<file path="src/rtl/pft_pkg.sv">
// Shared state encoding, array geometry and helpers for the PFT BRAM sequencer.
package pft_pkg;
   localparam int ADDR_W     = 5;
   localparam int DATA_W     = 8;
   localparam int PE_COLS    = 16;
   localparam int NBANK      = 32;
   localparam int RD_LAT_DEF = 1;
   localparam logic [7:0] PAD_VAL = 8'h80;

   typedef enum logic [2:0] {
      ST_IDLE,
      ST_LOAD,
      ST_SWEEP,
      ST_CENT,
      ST_DRAIN
   } state_t;

   // Terminal counter value for a count config; a zero config behaves as one.
   function automatic logic [5:0] cfg_last(input logic [5:0] v);
      return (v == 6'd0) ? 6'd0 : v - 6'd1;
   endfunction
endpackage

</file>
<file path="src/rtl/pft_rd_pipe.sv">
// RD_LAT-deep shift of {valid,last} so read strobes line up with BRAM data return.
// Fixed RD_LAT-cycle latency; no backpressure, shifts every cycle.
module pft_rd_pipe #(
   parameter int RD_LAT = 1
) (
   input  logic clk,
   input  logic rst_n,
   input  logic in_vld,
   input  logic in_last,
   output logic out_vld,
   output logic out_last
);
   logic [RD_LAT-1:0] vld_q, vld_d, last_q, last_d;

   always_comb begin
      vld_d     = vld_q;
      last_d    = last_q;
      vld_d[0]  = in_vld;
      last_d[0] = in_last;
      for (int i = 1; i < RD_LAT; i++) begin
         vld_d[i]  = vld_q[i-1];
         last_d[i] = last_q[i-1];
      end
   end

   always_ff @(posedge clk or negedge rst_n) begin
      if (!rst_n) begin
         vld_q  <= '0;
         last_q <= '0;
      end else begin
         vld_q  <= vld_d;
         last_q <= last_d;
      end
   end

   assign out_vld  = vld_q[RD_LAT-1];
   assign out_last = vld_q[RD_LAT-1] & last_q[RD_LAT-1];
endmodule

</file>
<file path="src/rtl/pft_bram_ctrl.sv">
// Load/sweep/centroid sequencer for the banked PFT BRAM array; all array pins registered,
// writes land 1 cycle after the load handshake, read data is flagged RD_LAT cycles after issue.
module pft_bram_ctrl
   import pft_pkg::*;
#(
   parameter int PFT_addr_width = ADDR_W,
   parameter int PFT_data_width = DATA_W,
   parameter int PE_COL         = PE_COLS,
   parameter int PFT_bank       = NBANK,
   parameter int RD_LAT         = RD_LAT_DEF
) (
   input  logic                                 clk,
   input  logic                                 rst_n,
   input  logic [5:0]                           cfg_nbank,
   input  logic [5:0]                           cfg_depth,
   input  logic                                 load_start,
   input  logic                                 load_valid,
   output logic                                 load_ready,
   input  logic [PFT_data_width*PE_COL-1:0]     load_data,
   input  logic                                 sweep_start,
   input  logic                                 cent_start,
   input  logic [4:0]                           cent_bank,
   input  logic [4:0]                           cent_addr,
   output logic [PFT_bank-1:0]                  pft_write,
   output logic [PFT_addr_width-1:0]            pft_waddr,
   output logic [PFT_data_width*PE_COL-1:0]     pft_din,
   output logic [PFT_addr_width*PFT_bank-1:0]   pft_raddr,
   output logic [PFT_bank-1:0]                  pft_valid,
   output logic                                 pft_is_centroid,
   output logic                                 out_valid,
   output logic                                 out_last,
   output logic                                 busy,
   output logic                                 done,
   output logic                                 err
);
   localparam int W  = PFT_data_width * PE_COL;
   localparam int AW = PFT_addr_width;

   state_t                   state_q, state_d;
   logic [5:0]               a_q, a_d, b_q, b_d, r_q, r_d, r_inc;
   logic [5:0]               nbank_last_q, nbank_last_d, depth_last_q, depth_last_d;
   logic [PFT_bank-1:0]      filled_q, filled_d, write_q, write_d, valid_q, valid_d;
   logic [4:0]               cbank_q, cbank_d;
   logic [AW-1:0]            waddr_q, waddr_d;
   logic [W-1:0]             din_q, din_d;
   logic [AW*PFT_bank-1:0]   raddr_q, raddr_d;
   logic                     cent_q, cent_d, iss_vld_q, iss_vld_d, iss_last_q, iss_last_d;
   logic                     done_q, done_d, err_q, err_d;

   assign r_inc = r_q + 6'd1;

   always_comb begin
      state_d      = state_q;
      a_d          = a_q;
      b_d          = b_q;
      r_d          = r_q;
      nbank_last_d = nbank_last_q;
      depth_last_d = depth_last_q;
      filled_d     = filled_q;
      cbank_d      = cbank_q;
      write_d      = '0;
      waddr_d      = waddr_q;
      din_d        = din_q;
      raddr_d      = raddr_q;
      cent_d       = cent_q;
      iss_vld_d    = 1'b0;
      iss_last_d   = 1'b0;
      done_d       = 1'b0;
      err_d        = 1'b0;
      case (state_q)
         ST_IDLE: begin
            if (load_start) begin
               nbank_last_d = cfg_last(cfg_nbank);
               depth_last_d = cfg_last(cfg_depth);
               filled_d     = '0;
               a_d          = '0;
               b_d          = '0;
               state_d      = ST_LOAD;
            end else if (sweep_start) begin
               // Nothing loaded: finish at once without touching the array.
               if (filled_q == '0) begin
                  done_d = 1'b1;
               end else begin
                  depth_last_d = cfg_last(cfg_depth);
                  r_d          = '0;
                  raddr_d      = '0;
                  iss_vld_d    = 1'b1;
                  iss_last_d   = (cfg_last(cfg_depth) == 6'd0);
                  state_d      = ST_SWEEP;
               end
            end else if (cent_start) begin
               if (!filled_q[cent_bank]) begin
                  err_d  = 1'b1;
                  done_d = 1'b1;
               end else begin
                  cbank_d = cent_bank;
                  raddr_d[cent_bank*AW +: AW] = AW'(cent_addr);
                  cent_d     = 1'b1;
                  iss_vld_d  = 1'b1;
                  iss_last_d = 1'b1;
                  state_d    = ST_CENT;
               end
            end
         end
         ST_LOAD: begin
            if (load_valid) begin
               write_d = PFT_bank'(1) << b_q;
               waddr_d = a_q[AW-1:0];
               din_d   = load_data;
               if (a_q == depth_last_q) begin
                  a_d = '0;
                  filled_d[b_q[4:0]] = 1'b1;
                  if (b_q == nbank_last_q) begin
                     state_d = ST_IDLE;
                     done_d  = 1'b1;
                  end else begin
                     b_d = b_q + 6'd1;
                  end
               end else begin
                  a_d = a_q + 6'd1;
               end
            end
         end
         ST_SWEEP: begin
            if (r_q == depth_last_q) begin
               state_d = ST_DRAIN;
            end else begin
               r_d        = r_inc;
               raddr_d    = {PFT_bank{r_inc[AW-1:0]}};
               iss_vld_d  = 1'b1;
               iss_last_d = (r_inc == depth_last_q);
            end
         end
         ST_CENT: state_d = ST_DRAIN;
         ST_DRAIN: begin
            if (out_last) begin
               state_d = ST_IDLE;
               cent_d  = 1'b0;
            end
         end
         default: state_d = ST_IDLE;
      endcase
      // Array sees the filled mask except while a centroid read owns it.
      valid_d = cent_d ? (PFT_bank'(1) << cbank_d) : filled_d;
   end

   always_ff @(posedge clk or negedge rst_n) begin
      if (!rst_n) begin
         state_q      <= ST_IDLE;
         a_q          <= '0;
         b_q          <= '0;
         r_q          <= '0;
         nbank_last_q <= '0;
         depth_last_q <= '0;
         filled_q     <= '0;
         cbank_q      <= '0;
         write_q      <= '0;
         waddr_q      <= '0;
         din_q        <= '0;
         raddr_q      <= '0;
         valid_q      <= '0;
         cent_q       <= 1'b0;
         iss_vld_q    <= 1'b0;
         iss_last_q   <= 1'b0;
         done_q       <= 1'b0;
         err_q        <= 1'b0;
      end else begin
         state_q      <= state_d;
         a_q          <= a_d;
         b_q          <= b_d;
         r_q          <= r_d;
         nbank_last_q <= nbank_last_d;
         depth_last_q <= depth_last_d;
         filled_q     <= filled_d;
         cbank_q      <= cbank_d;
         write_q      <= write_d;
         waddr_q      <= waddr_d;
         din_q        <= din_d;
         raddr_q      <= raddr_d;
         valid_q      <= valid_d;
         cent_q       <= cent_d;
         iss_vld_q    <= iss_vld_d;
         iss_last_q   <= iss_last_d;
         done_q       <= done_d;
         err_q        <= err_d;
      end
   end

   pft_rd_pipe #(.RD_LAT(RD_LAT)) u_rd_pipe (
      .clk      (clk),
      .rst_n    (rst_n),
      .in_vld   (iss_vld_q),
      .in_last  (iss_last_q),
      .out_vld  (out_valid),
      .out_last (out_last)
   );

   assign load_ready      = (state_q == ST_LOAD);
   assign busy            = (state_q != ST_IDLE);
   assign pft_write       = write_q;
   assign pft_waddr       = waddr_q;
   assign pft_din         = din_q;
   assign pft_raddr       = raddr_q;
   assign pft_valid       = valid_q;
   assign pft_is_centroid = cent_q;
   assign err             = err_q;
   // Read operations end on the final returned word, the rest on a registered pulse.
   assign done            = done_q | out_last;
endmodule
</file>
<file path="config.mk">
export PLATFORM = sky130hd
export DESIGN_NAME = pft_bram_ctrl
export DESIGN_NICKNAME = d
export VERILOG_FILES = /design/src/rtl/pft_pkg.sv /design/src/rtl/pft_rd_pipe.sv /design/src/rtl/pft_bram_ctrl.sv
export SDC_FILE = /design/constraint.sdc
export NUM_CORES = 1
export LEC_CHECK = 0
export ABC_AREA = 1
export CORE_AREA = 4 4 199 201
export DETAILED_ROUTE_END_ITERATION = 10
export DIE_AREA = 0 0 203 205
export GPL_ROUTABILITY_DRIVEN = 0
export PLACE_DENSITY = 0.86
export SYNTH_ARGS = -nofsm -noshare
export SYNTH_HDL_FRONTEND = slang
export SYNTH_SLANG_ARGS = --single-unit
export TNS_END_PERCENT = 20
</file>
<file path="constraint.sdc">
create_clock -name clk -period 5.3 [get_ports clk]
set_input_delay 1.06 -clock clk [delete_from_list [all_inputs] [get_ports clk]]
set_output_delay 1.06 -clock clk [all_outputs]
set_load 0.01 [all_outputs]
</file>
==> qor.yml, run 1 <==
yosys:
  synthTopCellsByArea: "dfrtp_1, nand2_1, inv_1, o21ai_1, o21ai_0"
  syn_nets: 2533
  ys.warnings.count: 0
  syn_inst: 2363
  ys_async_sr_fraction: 1.00
  synth.top_cell.area_share: 0.548
  synthFlopType: "dfrtp_1"
  netlist-cell-type-count: 44
  ys_ff_latch: 434
  synth.cell_area_sq_um: 19800
  seq_area_frac_synth: 0.548
  synth_edf_count: 0
  postSynthAreaPerCell_sq_um: 8.38
  synth_top_cell_by_area: "dfrtp_1"
hold_path:
  hp-class: "reg -> reg"
  holdPathStages: 0
finish:
  layout_commonest_cell: "nand2_1"
  final_cell_mix: "nand2_1, clkdlybuf4s50_1, dfrtp_1"
  syn2layout_area_growth_pct: 36.7
  drive_gt1_frac: 0.0565
  multi_input_area_sq_um: 7660
  nets: 3035
  n_antenna_cell: 0
  layoutNonFillerInstCount: 3413
  fill_cells: 2608
  ff_latch_area_sq_um: 10900
power_and_ir_drop:
  combPwrFrac: 0.074
  intPower_mw: 5.71
  power_switching_share: 0.229
  p_clk_frac: 0.467
  p_seq_frac: 0.459
  total_leakage_power_nw: 12.1
  ir_worst_vdd_mv: 0.288
  p_per_area_nw_per_um2: 273
  switching_power_mw: 1.70
route:
  wl_um: 67300
  ant_nets: 0
  drc: 0
  via_per_inst: 5.62
  wl_per_cell_um: 19.7
  wl_met3_um: 7660
  route.vias.total: 19200
  drtIter0Drc: 2066
  wl_met1_um: 24200
  wl_met2_um: 31600
  dr.pass1.iters: 6
  top_layer_used: "met5"
floorplan:
  die_w_um: 203
  dieHeight_um: 205
  start_util: 0.527
  placementRows: 71
  core_area_sq_um: 37600
  die-area_sq_um: 41600
  ios: 520
sta:
  timing.final.crit_share: 0.746
  hold_viol_final: 0
  clock_skew_ns: 0.0154
  setup_viol_count_final: 0
  relSlewSlack: 0.330
  fin_tns_setup_ns: 0
  finalCriticalPeriod_ns: 3.95
  worst_pin_slew_ns: 1.00
  slew_viol_final: 0
  fmax_mhz: 253
  rsz0062_at_grt: "false"
grt:
  grt_max_degree: 141
  grt_pass1_vias: 19100
  grt_pass1_wl_um: 105000
  antenna_found_initial: 2
  grt_util_all_layers: 0.316
  gr-total-overflow: 0
placement:
  portBuffers: 519
  dp_cells: 3328
  dpl.hpwl_um: 48700
clocking:
  cts_tree: "done"
  worst_skew_pair.late_latency_ns: 0.59
  cts_resized: 0
  cts_setup_buffers: 0
  clkSinkCount: 434
  clockBufferDepth: 3
  hold_buffers: 0
  cts_root_buf: "clkbuf_16"
  clk_pin_slew_ns: 0.06
  htree_levels: 2
  numCtsBuffers: 46
setup_path:
  reg2reg_depth: 11
  r2r_slack_ns: 2.07
  cp_max_fo: 30
  end_kind: "flip-flop"
  worstPathArrival_ns: 4.45
  start_kind: "input port"
  crit_required_ns: 5.80
  crit_type: "in -> reg"
flow_run:
  drv_cap: 0
outcome:
  outcome: "complete, no violations"
through the flow:
step                area, sq um  worst slack [ns]   util  hold WS [ns]  power (mW)
floorplan                 19800              1.99      -         0.331        3.64
global placement          25500              1.19  0.677         0.332        3.99
detailed placement        25500             0.932  0.677         0.336        4.00
CTS                       27100              1.51  0.721         0.357        7.44
global route              27100              1.30  0.721         0.369        7.64
finish                    27100              1.35  0.721         0.353        7.41
power groups by stage:
stage	Combinational, mW	Sequential [mW]	Clock [mW]
after floorplan	0.154	3.48	0
after global placement	0.532	3.46	0
after detailed placement	0.545	3.46	0
after CTS	0.550	3.40	3.49
after global routing	0.596	3.40	3.63
final	0.551	3.40	3.46
state kept, by name (all words and copies together), names as in the netlist, 3 cells and up:
signal        flops
cbank_q           5
filled_q         32
r_q               6
pft_raddr       160
pft_din         128
pft_waddr         5
pft_write        32
pft_valid        32
state_q           3
b_q               6
nbank_last_q      6
a_q               6
depth_last_q      6
layout make-up:
| type | instances | share of cell area |
|---|---|---|
| Sequential cell | 434 | 0.401 |
| Multi-Input combinational cell | 1604 | 0.283 |
| Timing Repair Buffer | 539 | 0.199 |
| Clock buffer | 68 | 0.0507 |
| Inverter | 240 | 0.0334 |
| Tap cell | 511 | 0.0236 |
| Clock inverter | 17 | 0.00961 |
critical path, stage by stage:
cell,delay [ns]
clkdlybuf4s50_1,0.48
inv_2,0.41
ha_1,0.36
xnor2_4,0.18
clkinv_1,0.27
nor4_2,0.70
nand3_1,0.28
nor2_1,0.40
a21oi_1,0.13
o21ai_1,0.17
final timing paths:
kind	startpoint	endpoint
max in group asynchronous	rst_n	pft_din[113]
hold / removal	iss_last_q	u_rd_pipe.last_q
hold reg to reg	iss_last_q	u_rd_pipe.last_q
setup / recovery	cent_bank[0]	pft_raddr[134]
min in group asynchronous	rst_n	pft_raddr[30]
setup reg to reg	state_q[2]	pft_raddr[18]
logic make-up after synthesis:
group | after synthesis | share of synthesized area
flops | 434 | 0.548
xor+xnor | 22 | 0.0107
buf+inv | 325 | 0.0659
compound gates | 410 | 0.109
simple gates | 1158 | 0.258
fa+ha+maj | 14 | 0.00884
metal layers:
metal  vias to the layer above  track usage
met4                         4        0.156
met2                      1319        0.510
met3                       284       0.0951
li1                       8596            -
met1                      8992        0.391
met5                         -            0
synthesized netlist by cell type, types with 2 or more instances:
master	instances
o22ai_1	22
buf_4	7
inv_2	9
xor2_1	12
nand4_1	7
ha_1	14
o21ai_4	2
inv_1	223
clkinv_1	8
xnor2_1	9
o32ai_1	5
dfrtp_1	434
o21bai_1	2
buf_2	11
buf_1	4
o21ai_1	141
nand3b_1	2
and2_1	3
nor2_4	4
o21ai_0	127
a21oi_1	103
buf_6	3
nand3_4	28
buf_8	2
nand2_1	798
or2_2	7
nor2_1	122
clkbuf_1	58
nand3_2	4
nor3_1	44
nor4_1	17
nor2_2	4
nand3_1	116
Power figures use the tool's default switching activity.
==> run 2: changes to the inputs <==
--- a/config.mk
+++ b/config.mk
@@ -6,11 +6,11 @@
 export NUM_CORES = 1
 export LEC_CHECK = 0
 export ABC_AREA = 1
-export CORE_AREA = 4 4 199 201
+export CORE_AREA = 4 4 218 220
 export DETAILED_ROUTE_END_ITERATION = 10
-export DIE_AREA = 0 0 203 205
+export DIE_AREA = 0 0 222 224
 export GPL_ROUTABILITY_DRIVEN = 0
-export PLACE_DENSITY = 0.86
+export PLACE_DENSITY = 0.77
 export SYNTH_ARGS = -nofsm -noshare
 export SYNTH_HDL_FRONTEND = slang
 export SYNTH_SLANG_ARGS = --single-unit
==> constraint.sdc (replaced) <==
create_clock -name clk -period 3.2 [get_ports clk]
set_input_delay 0.64 -clock clk [delete_from_list [all_inputs] [get_ports clk]]
set_output_delay 0.64 -clock clk [all_outputs]
set_load 0.01 [all_outputs]
==> qor.yml, run 2 (same netlist as run 1, synthesis figures left out) <==
outcome:
  outcome: "complete, no violations"
floorplan:
  die_w_um: 222
  dieHeight_um: 224
  die-area_sq_um: 49700
  ios: 520
  start_util: 0.438
  placementRows: 78
  core_area_sq_um: 45300
setup_path:
  worstPathArrival_ns: 2.20
  start_kind: "flip-flop"
  reg2reg_depth: 13
  crit_required_ns: 2.56
  crit_type: "reg -> out"
  cp_max_fo: 11
  end_kind: "primary output"
route:
  wl_um: 68600
  route.vias.total: 19100
  top_layer_used: "met5"
  drc: 0
  via_per_inst: 5.33
  dr.pass1.iters: 5
  wl_met1_um: 25600
  drtIter0Drc: 2041
  ant_nets: 0
  wl_met3_um: 6880
  wl_per_cell_um: 19.2
  wl_met2_um: 32700
sta:
  relSlewSlack: 0.460
  worst_pin_slew_ns: 0.804
  finalCriticalPeriod_ns: 2.84
  whs_ns: 0.0754
  clock_skew_ns: 0.0306
  setup_slack_ns: 0.357
  slew_viol_final: 0
  timing.final.crit_share: 0.888
  fmax_mhz: 352
  setup_viol_count_final: 0
  hold_viol_final: 0
  rsz0062_at_grt: "false"
  fin_tns_setup_ns: 0
finish:
  drive_gt1_frac: 0.0777
  final_cell_mix: "nand2_1, clkdlybuf4s50_1, dfrtp_1"
  syn2layout_area_growth_pct: 41.0
  largest_register_ffs: 160
  n_antenna_cell: 0
  layout_commonest_cell: "nand2_1"
  utilization: 0.617
  ff_latch_area_sq_um: 10900
  fill_cells: 3735
  multi_input_area_sq_um: 7660
  nets: 3103
flow_run:
  drv_cap: 0
hold_path:
  hp-class: "in -> async"
clocking:
  cts_setup_buffers: 0
  clk_pin_slew_ns: 0.06
  hold_buffers: 0
  htree_levels: 2
  clkSinkCount: 434
  clockBufferDepth: 3
  worst_skew_pair.late_latency_ns: 0.60
  numCtsBuffers: 47
  cts_tree: "done"
  cts_root_buf: "clkbuf_16"
  cts_resized: 0
power_and_ir_drop:
  p_per_area_nw_per_um2: 451
  ir_worst_vdd_mv: 0.355
  total_leakage_power_nw: 12.5
  power_mw: 12.6
grt:
  gr-total-overflow: 0
  grt_util_all_layers: 0.267
  grt_max_degree: 106
  grt_pass1_vias: 19200
  antenna_found_initial: 2
  grt_pass1_wl_um: 107000
placement:
  pre_cts_ws_ns: 0.0585
  dpl.hpwl_um: 50700
  portBuffers: 519
[run 2: changes by cell type in the layout (fill, tap and decap cells not counted), sizes merged]
| cell | delta |
|---|---|
| clkinvlp | +2 |
| clkbuf | -1 |
| bufinv | +2 |
| clkinv | +2 |
| inv | -2 |
| buf | +67 |
[run 2: through the flow]
step | cells | cell area (sq um)
2_1_floorplan | 2363 | 19800
3_3_place_gp | 3484 | 26200
3_5_place_dp | 3484 | 26200
4_1_cts | 3572 | 27900
5_1_grt | 3572 | 27900
6_report | 3572 | 27900
[run 2: cell type report]
type,instances,share of cell area
Clock inverter,21,0.0139
Tap cell,600,0.0269
Sequential cell,434,0.389
Inverter,240,0.0323
Multi-Input combinational cell,1604,0.274
Timing Repair Buffer,606,0.216
Clock buffer,67,0.0480
[run 2: layer usage]
layer | vias up | GRT usage
li1 | 8725 | -
met1 | 9032 | 0.331
met2 | 1071 | 0.442
met3 | 223 | 0.0687
met4 | 4 | 0.124
met5 | - | 0
[run 2: final timing paths]
path	startpoint	endpoint	slack, ns
worst max-delay path	state_q[1]	load_ready	0.36
worst min-delay path	rst_n	pft_raddr[42]	0.08
worst max register to register	state_q[1]	pft_valid[31]	0.56
worst min register to register	iss_last_q	u_rd_pipe.last_q	0.36
max in group asynchronous	rst_n	pft_raddr[87]	2.17
min in group clk	iss_last_q	u_rd_pipe.last_q	0.36
[run 2: power by group]
group          internal [mW]  switching (mW)
clock                   3.61            2.38
combinational          0.457           0.518
sequential              5.58          0.0532
[run 2: worst max-delay path, cell delays in order (launching register included)]
cell and delay (ns):
dfrtp_1 0.40, nor2_1 0.15, inv_2 0.08, nor2_1 0.15, buf_4 0.22, clkdlybuf4s50_1 0.59
==> run 3: changes to the inputs <==
--- a/config.mk
+++ b/config.mk
@@ -6,6 +6,7 @@
 export NUM_CORES = 1
 export LEC_CHECK = 0
 export ABC_AREA = 1
+export CAP_MARGIN = 20
 export CORE_AREA = 4 4 218 220
 export DETAILED_ROUTE_END_ITERATION = 10
 export DIE_AREA = 0 0 222 224
==> results of run 3 <==
Final layout, timing and power as in run 2 (identical DEF).
==> RTL change 1, RTL diff (settings of run 3) <==
Add an input register stage for `cfg_depth`, without a reset; this delays it by one clock. The other inputs are not delayed to match.
--- a/src/rtl/pft_bram_ctrl.sv
+++ b/src/rtl/pft_bram_ctrl.sv
@@ -37,4 +37,10 @@
    localparam int AW = PFT_addr_width;
 
+   logic [5:0] cfg_depth_q;
+
+   always_ff @(posedge clk) begin
+      cfg_depth_q <= cfg_depth;
+   end
+
    state_t                   state_q, state_d;
    logic [5:0]               a_q, a_d, b_q, b_d, r_q, r_d, r_inc;
@@ -72,5 +78,5 @@
             if (load_start) begin
                nbank_last_d = cfg_last(cfg_nbank);
-               depth_last_d = cfg_last(cfg_depth);
+               depth_last_d = cfg_last(cfg_depth_q);
                filled_d     = '0;
                a_d          = '0;
@@ -82,9 +88,9 @@
                   done_d = 1'b1;
                end else begin
-                  depth_last_d = cfg_last(cfg_depth);
+                  depth_last_d = cfg_last(cfg_depth_q);
                   r_d          = '0;
                   raddr_d      = '0;
                   iss_vld_d    = 1'b1;
-                  iss_last_d   = (cfg_last(cfg_depth) == 6'd0);
+                  iss_last_d   = (cfg_last(cfg_depth_q) == 6'd0);
                   state_d      = ST_SWEEP;
                end
Function: not settled (the Yosys comparison gave no result); the edit may change what the design does.
==> RTL change 1 against run 3 <==
Core utilization is 0.39 points lower; cell area is 0.63% lower; global-route usage hardly changed; power is 1.4% lower; fmax is 0.89% higher; sequential cell count is 6 higher; setup slack better by 0.025 ns; synthesized area is 0.51% higher; sequential power is 2% higher; routed wire length is 0.39% higher; largest power group is now sequential cells.
==> RTL change 1: results (changes against run 3) <==
.. list-table::
   :header-rows: 1

   * - Metric
     - Value
   * - Status
     - finished clean (unchanged)
   * - Pin count of the biggest net entering global routing
     - 101 (was 106)
   * - Global Route Usage Sum
     - 26.71% (about the same)
   * - Worst slew margin relative to its limit
     - 33.70% (was 46.05%)
   * - Total wirelength of the detailed-routed design
     - 68.90 mm (was 68.63 mm)
   * - Share of synthesized cell area in full adder, half adder and majority cells
     - 0.8796% (was 0.8841%)
   * - Share of final-layout standard cells stronger than drive strength 1
     - 7.190% (was 7.773%)
   * - Count of antenna-violating nets left after detailed routing
     - 0 (unchanged)
   * - First-iteration detailed-routing DRC count
     - 1,959 (was 2,041)
   * - Worst R2R Path Depth
     - 11 (was 13)
   * - Worst clock skew
     - 0.02150 ns (was 0.03057 ns)
   * - List of most frequent post-synthesis cells
     - sky130_fd_sc_hd__nand2_1, sky130_fd_sc_hd__dfrtp_1, sky130_fd_sc_hd__inv_1 (unchanged)
   * - Number of unique standard cell types used by synthesis
     - 47 (was 44)
   * - Slack of the worst reg-to-reg path
     - 0.38 ns (was 0.56 ns)
   * - Worst-case vdd ir drop
     - 0.4198 mV (was 0.3548 mV)
   * - Number of I/O port buffers
     - 519 (unchanged)
   * - Instance area at placement
     - 26,150 µm² (was 26,210 µm²)
   * - Critical Path Start
     - state_q[1]$_DFFE_PN0P_ (unchanged)
   * - Vias
     - 18.92k (was 19.06k)
   * - Share of the yosys chip area belonging to registers
     - 55.14% (was 54.82%)
   * - Fraction of registers with async set or reset after synthesis
     - 98.64% (was 100.0%)
   * - Count of synthesis-stage warnings from yosys
     - 0 (unchanged)
   * - Largest driver fanout on the critical path
     - 4 (was 11)
   * - Fraction of the mapped netlist area in compound gates
     - 12.11% (was 10.87%)
   * - Initial antenna violation count
     - 4 (was 2)
   * - Number of nets in the finished design
     - 3,025 (was 3,103)
   * - Worst skew pair latency
     - 0.58 ns (was 0.60 ns)
   * - Area contributors post-synth
     - sky130_fd_sc_hd__dfrtp_1, sky130_fd_sc_hd__nand2_1, sky130_fd_sc_hd__o21ai_1, sky130_fd_sc_hd__o21a_1, sky130_fd_sc_hd__inv_1 (was sky130_fd_sc_hd__dfrtp_1, sky130_fd_sc_hd__nand2_1, sky130_fd_sc_hd__inv_1, sky130_fd_sc_hd__o21ai_1, sky130_fd_sc_hd__o21ai_0)
   * - End of the worst register-to-register path
     - b_q[3]$_DFFE_PN0P_ (was pft_valid[31]$_DFF_PN0_)
   * - Drt first pass iters
     - 7 (was 5)
   * - Post-Synth XOR/XNOR Area
     - 1.275% (was 1.067%)
   * - Signal arrival time at the worst endpoint
     - 2.18 ns (was 2.20 ns)
   * - Post-Syn Nets
     - 2,486 (was 2,533)
   * - Sum of net half-perimeters after detailed placement
     - 51.03 mm (was 50.66 mm)
   * - Minimum hold slack
     - 0.01100 ns (was 0.07538 ns)
   * - First-pass GRT wire length
     - 106.3 mm (was 106.5 mm)
   * - Type of the worst min-delay path
     - primary input to async pin (unchanged)
   * - Leakage dissipation
     - 12.43 nW (was 12.53 nW)
RTL change 1: changes by cell type after synthesis, moves of 7 or more:
cell	delta
sky130_fd_sc_hd__a21oi_1	-96
sky130_fd_sc_hd__clkinv_1	-7
sky130_fd_sc_hd__inv_1	-52
sky130_fd_sc_hd__nand2_1	+44
sky130_fd_sc_hd__nand3_1	-13
sky130_fd_sc_hd__nand3_4	-8
sky130_fd_sc_hd__nor2_1	-21
sky130_fd_sc_hd__nor3_1	-15
sky130_fd_sc_hd__o21a_1	+95
sky130_fd_sc_hd__o21ai_0	-18
sky130_fd_sc_hd__o32ai_1	+7
RTL change 1: final cells by class:
| cell class | count | area, µm² |
|---|---|---|
| Clock buffer | 72 | 1423 |
| Fill cell | 3665 | 17520 |
| Clock inverter | 15 | 188.9 |
| Timing Repair Buffer | 579 | 5876 |
| Multi-Input combinational cell | 1602 | 7839 |
| Antenna cell | 1 | 2.502 |
| Tap cell | 600 | 750.7 |
| Inverter | 185 | 699.4 |
| Sequential cell | 440 | 10980 |
RTL change 1: cells by family (layout without fill, tap and decap cells):
logic type / count (synthesis) / in the layout
AOI/OAI and AO/OA: 407 / 407
xor gates and xnor gates: 26 / 26
adders and majority gates: 14 / 14
buffers and inverters: 274 / 851
DFF: 440 / 440
other: 0 / 1
and+or+nand+nor: 1155 / 1155
RTL change 1: worst max-delay path, stage by stage (launching register included):
cell and delay, ns:
sky130_fd_sc_hd__dfrtp_1 0.41, sky130_fd_sc_hd__nor2_2 0.19, sky130_fd_sc_hd__inv_2 0.06, sky130_fd_sc_hd__nor2_1 0.32, sky130_fd_sc_hd__clkdlybuf4s50_1 0.63
RTL change 1: through the flow:
stage | std cells | TNS [ns] | setup WS, ns | power [mW]
after global placement | 3406 | -0.2529 | -0.04654 | 6.838
after floorplan | 2316 | 0 | 0.4332 | 6.185
final | 3494 | 0 | 0.3820 | 12.42
after CTS | 3493 | 0 | 0.3540 | 12.52
after global routing | 3494 | 0 | 0.1778 | 12.84
after detailed placement | 3406 | -1.153 | -0.06816 | 6.862
RTL change 1: power breakdown:
part	switching (mW)	leakage, nW	total [mW]	internal [mW]
Combinational	0.552	5.80	1.02	0.470
Clock	2.27	0.782	5.65	3.39
Sequential	0.0685	5.84	5.75	5.68
RTL change 1: layer usage:
layer  global-route usage [%]  up-vias  part of all wire (%)
met5                        0        -                 0.068
met2                    44.18     1037                    47
met3                    6.460      197                   9.6
met4                    12.12        6                   4.7
met1                    33.53     9090                    38
li1                         -     8589                     -
==> RTL change 2, RTL diff (config.mk and constraints of run 3) <==
Without the edit above. `RD_LAT_DEF`: 1 -> 2.
--- a/src/rtl/pft_pkg.sv
+++ b/src/rtl/pft_pkg.sv
@@ -5,5 +5,5 @@
    localparam int PE_COLS    = 16;
    localparam int NBANK      = 32;
-   localparam int RD_LAT_DEF = 1;
+   localparam int RD_LAT_DEF = 2;
    localparam logic [7:0] PAD_VAL = 8'h80;
 
Function: not settled (the Yosys comparison gave no result); the edit may change what the design does.
==> RTL change 2 against run 3 <==
First-iteration DRC count increased by 32%; non-clock buffer count shrank 5; synthesized area up 1.3%; sequential cell count rose by 2; via count rose by 5.1%; die area stayed put; worst hold slack worse by 0.065 ns; clock skew fell by 0.014 ns; cell area decreased by 0.30%; routed wire length rose by 5.4%; setup slack improved by 0.028 ns.
Power is not compared: it rests on default switching activity, and its combinational part moved more than twofold at a synthesized area within 25%.
==> RTL change 2: results (changes against run 3) <==
.. list-table::
   :header-rows: 1

   * - Metric
     - Value
   * - Status
     - finished clean (unchanged)
   * - List of most frequent post-synthesis cells
     - sky130_fd_sc_hd__nand2_1, sky130_fd_sc_hd__dfrtp_1, sky130_fd_sc_hd__o21ai_0 (was sky130_fd_sc_hd__nand2_1, sky130_fd_sc_hd__dfrtp_1, sky130_fd_sc_hd__inv_1)
   * - Met3 track demand over resource
     - 8.072% (was 6.867%)
   * - Drt first pass iters
     - 7 (was 5)
   * - Critical R2R Launch
     - a_q[3]$_DFFE_PN0P_ (was state_q[1]$_DFFE_PN0P_)
   * - Global Route Usage Sum
     - 28.00% (was 26.71%)
   * - End of the worst register-to-register path
     - pft_valid[25]$_DFF_PN0_ (was pft_valid[31]$_DFF_PN0_)
   * - Placed Cells
     - 3,520 (was 3,484)
   * - Total CTS buffers
     - 48 (was 47)
   * - Number of cells in the finished layout apart from fillers
     - 3,606 (was 3,572)
   * - Worst R2R Path Depth
     - 9 (was 13)
   * - Highest routed layer
     - met4 (was met5)
   * - First-pass GRT wire length
     - 111.4 mm (was 106.5 mm)
   * - Post-cts sizing count
     - 0 (unchanged)
   * - Slack of the worst reg-to-reg path
     - 0.47 ns (was 0.56 ns)
   * - Wire length on met2
     - 34.45 mm (was 32.72 mm)
   * - Post-Syn Nets
     - 2,613 (was 2,533)
   * - Largest driver fanout on the critical path
     - 4 (was 11)
   * - Signal arrival time at the worst endpoint
     - 2.18 ns (was 2.20 ns)
   * - Slack of the critical path
     - 0.3848 ns (was 0.3569 ns)
   * - Share of final-layout standard cells stronger than drive strength 1
     - 6.827% (was 7.773%)
   * - Worst clock skew
     - 0.01697 ns (was 0.03057 ns)
   * - Met2 routing resource usage after global routing
     - 46.89% (was 44.24%)
   * - Worst skew pair latency
     - 0.57 ns (was 0.60 ns)
   * - Routed length per instance
     - 20.06 µm (was 19.21 µm)
   * - Sum of net half-perimeters after detailed placement
     - 52.96 mm (was 50.66 mm)
   * - Share of the yosys chip area belonging to registers
     - 54.37% (was 54.82%)
   * - Cells after Synth
     - 2,443 (was 2,363)
   * - Number of nets in the finished design
     - 3,140 (was 3,103)
   * - Via density per instance
     - 5.552 (was 5.335)
   * - Number of unique standard cell types used by synthesis
     - 44 (unchanged)
   * - Met1 usage
     - 34.18% (was 33.09%)
   * - Pin count of the biggest net entering global routing
     - 121 (was 106)
   * - Fraction of registers with async set or reset after synthesis
     - 100.0% (unchanged)
   * - First-iteration detailed-routing DRC count
     - 2,688 (was 2,041)
   * - Met1 Routed Length
     - 26.80 mm (was 25.65 mm)
   * - Actual transition at the worst max-transition pin
     - 0.9184 ns (was 0.8043 ns)
   * - Met3 wire length
     - 7.555 mm (was 6.884 mm)
-- RTL change 2: area by class of cell --
cell class	count	area (µm²)
tap	600	750.7
timing repair buffer	601	6028
antenna	3	7.507
multi-input combinational	1763	8120
sequential	436	10910
inverter	120	452.9
clock inverter	12	142.6
clock buffer	71	1439
fill	3791	17430
-- RTL change 2: cells by family (layout without fill, tap and decap cells) --
| kind of cell | count (synthesis) | after routing | synth area share [%] |
|---|---|---|---|
| xor gates and xnor gates | 23 | 23 | 1.097 |
| other | 0 | 3 | 0 |
| adders and majority gates | 14 | 14 | 0.8730 |
| DFF | 436 | 436 | 54.37 |
| and+or+nand+nor | 1477 | 1477 | 31.43 |
| buffers and inverters | 244 | 804 | 5.306 |
| AOI/OAI and AO/OA | 249 | 249 | 6.921 |
-- RTL change 2: worst register-to-register path, stage by stage, from the launching register on --
cell,delay [ns]
sky130_fd_sc_hd__dfrtp_1,0.45
sky130_fd_sc_hd__xnor2_1,0.16
sky130_fd_sc_hd__nand3_1,0.08
sky130_fd_sc_hd__nor2_1,0.11
sky130_fd_sc_hd__nand2_1,0.31
sky130_fd_sc_hd__inv_1,0.21
sky130_fd_sc_hd__nand2_1,0.41
sky130_fd_sc_hd__o32ai_1,0.72
sky130_fd_sc_hd__nand2_1,0.10
sky130_fd_sc_hd__nand2_1,0.11
-- RTL change 2: through the flow --
step | setup TNS [ns] | area, µm² | hold WS [ns]
floorplan | 0 | 20070 | 0.3312
global placement | 0 | 26260 | 0.3374
detailed placement | -0.1891 | 26260 | 0.3387
CTS | 0 | 27840 | 0.001260
global route | 0 | 27850 | 0.02363
finish | 0 | 27850 | 0.01074
-- RTL change 2: report_power, final --
part	switching [mW]	internal, mW	total (mW)
clock network	2.23	3.33	5.56
logic	5.00	3.61	8.61
registers	0.841	6.80	7.64
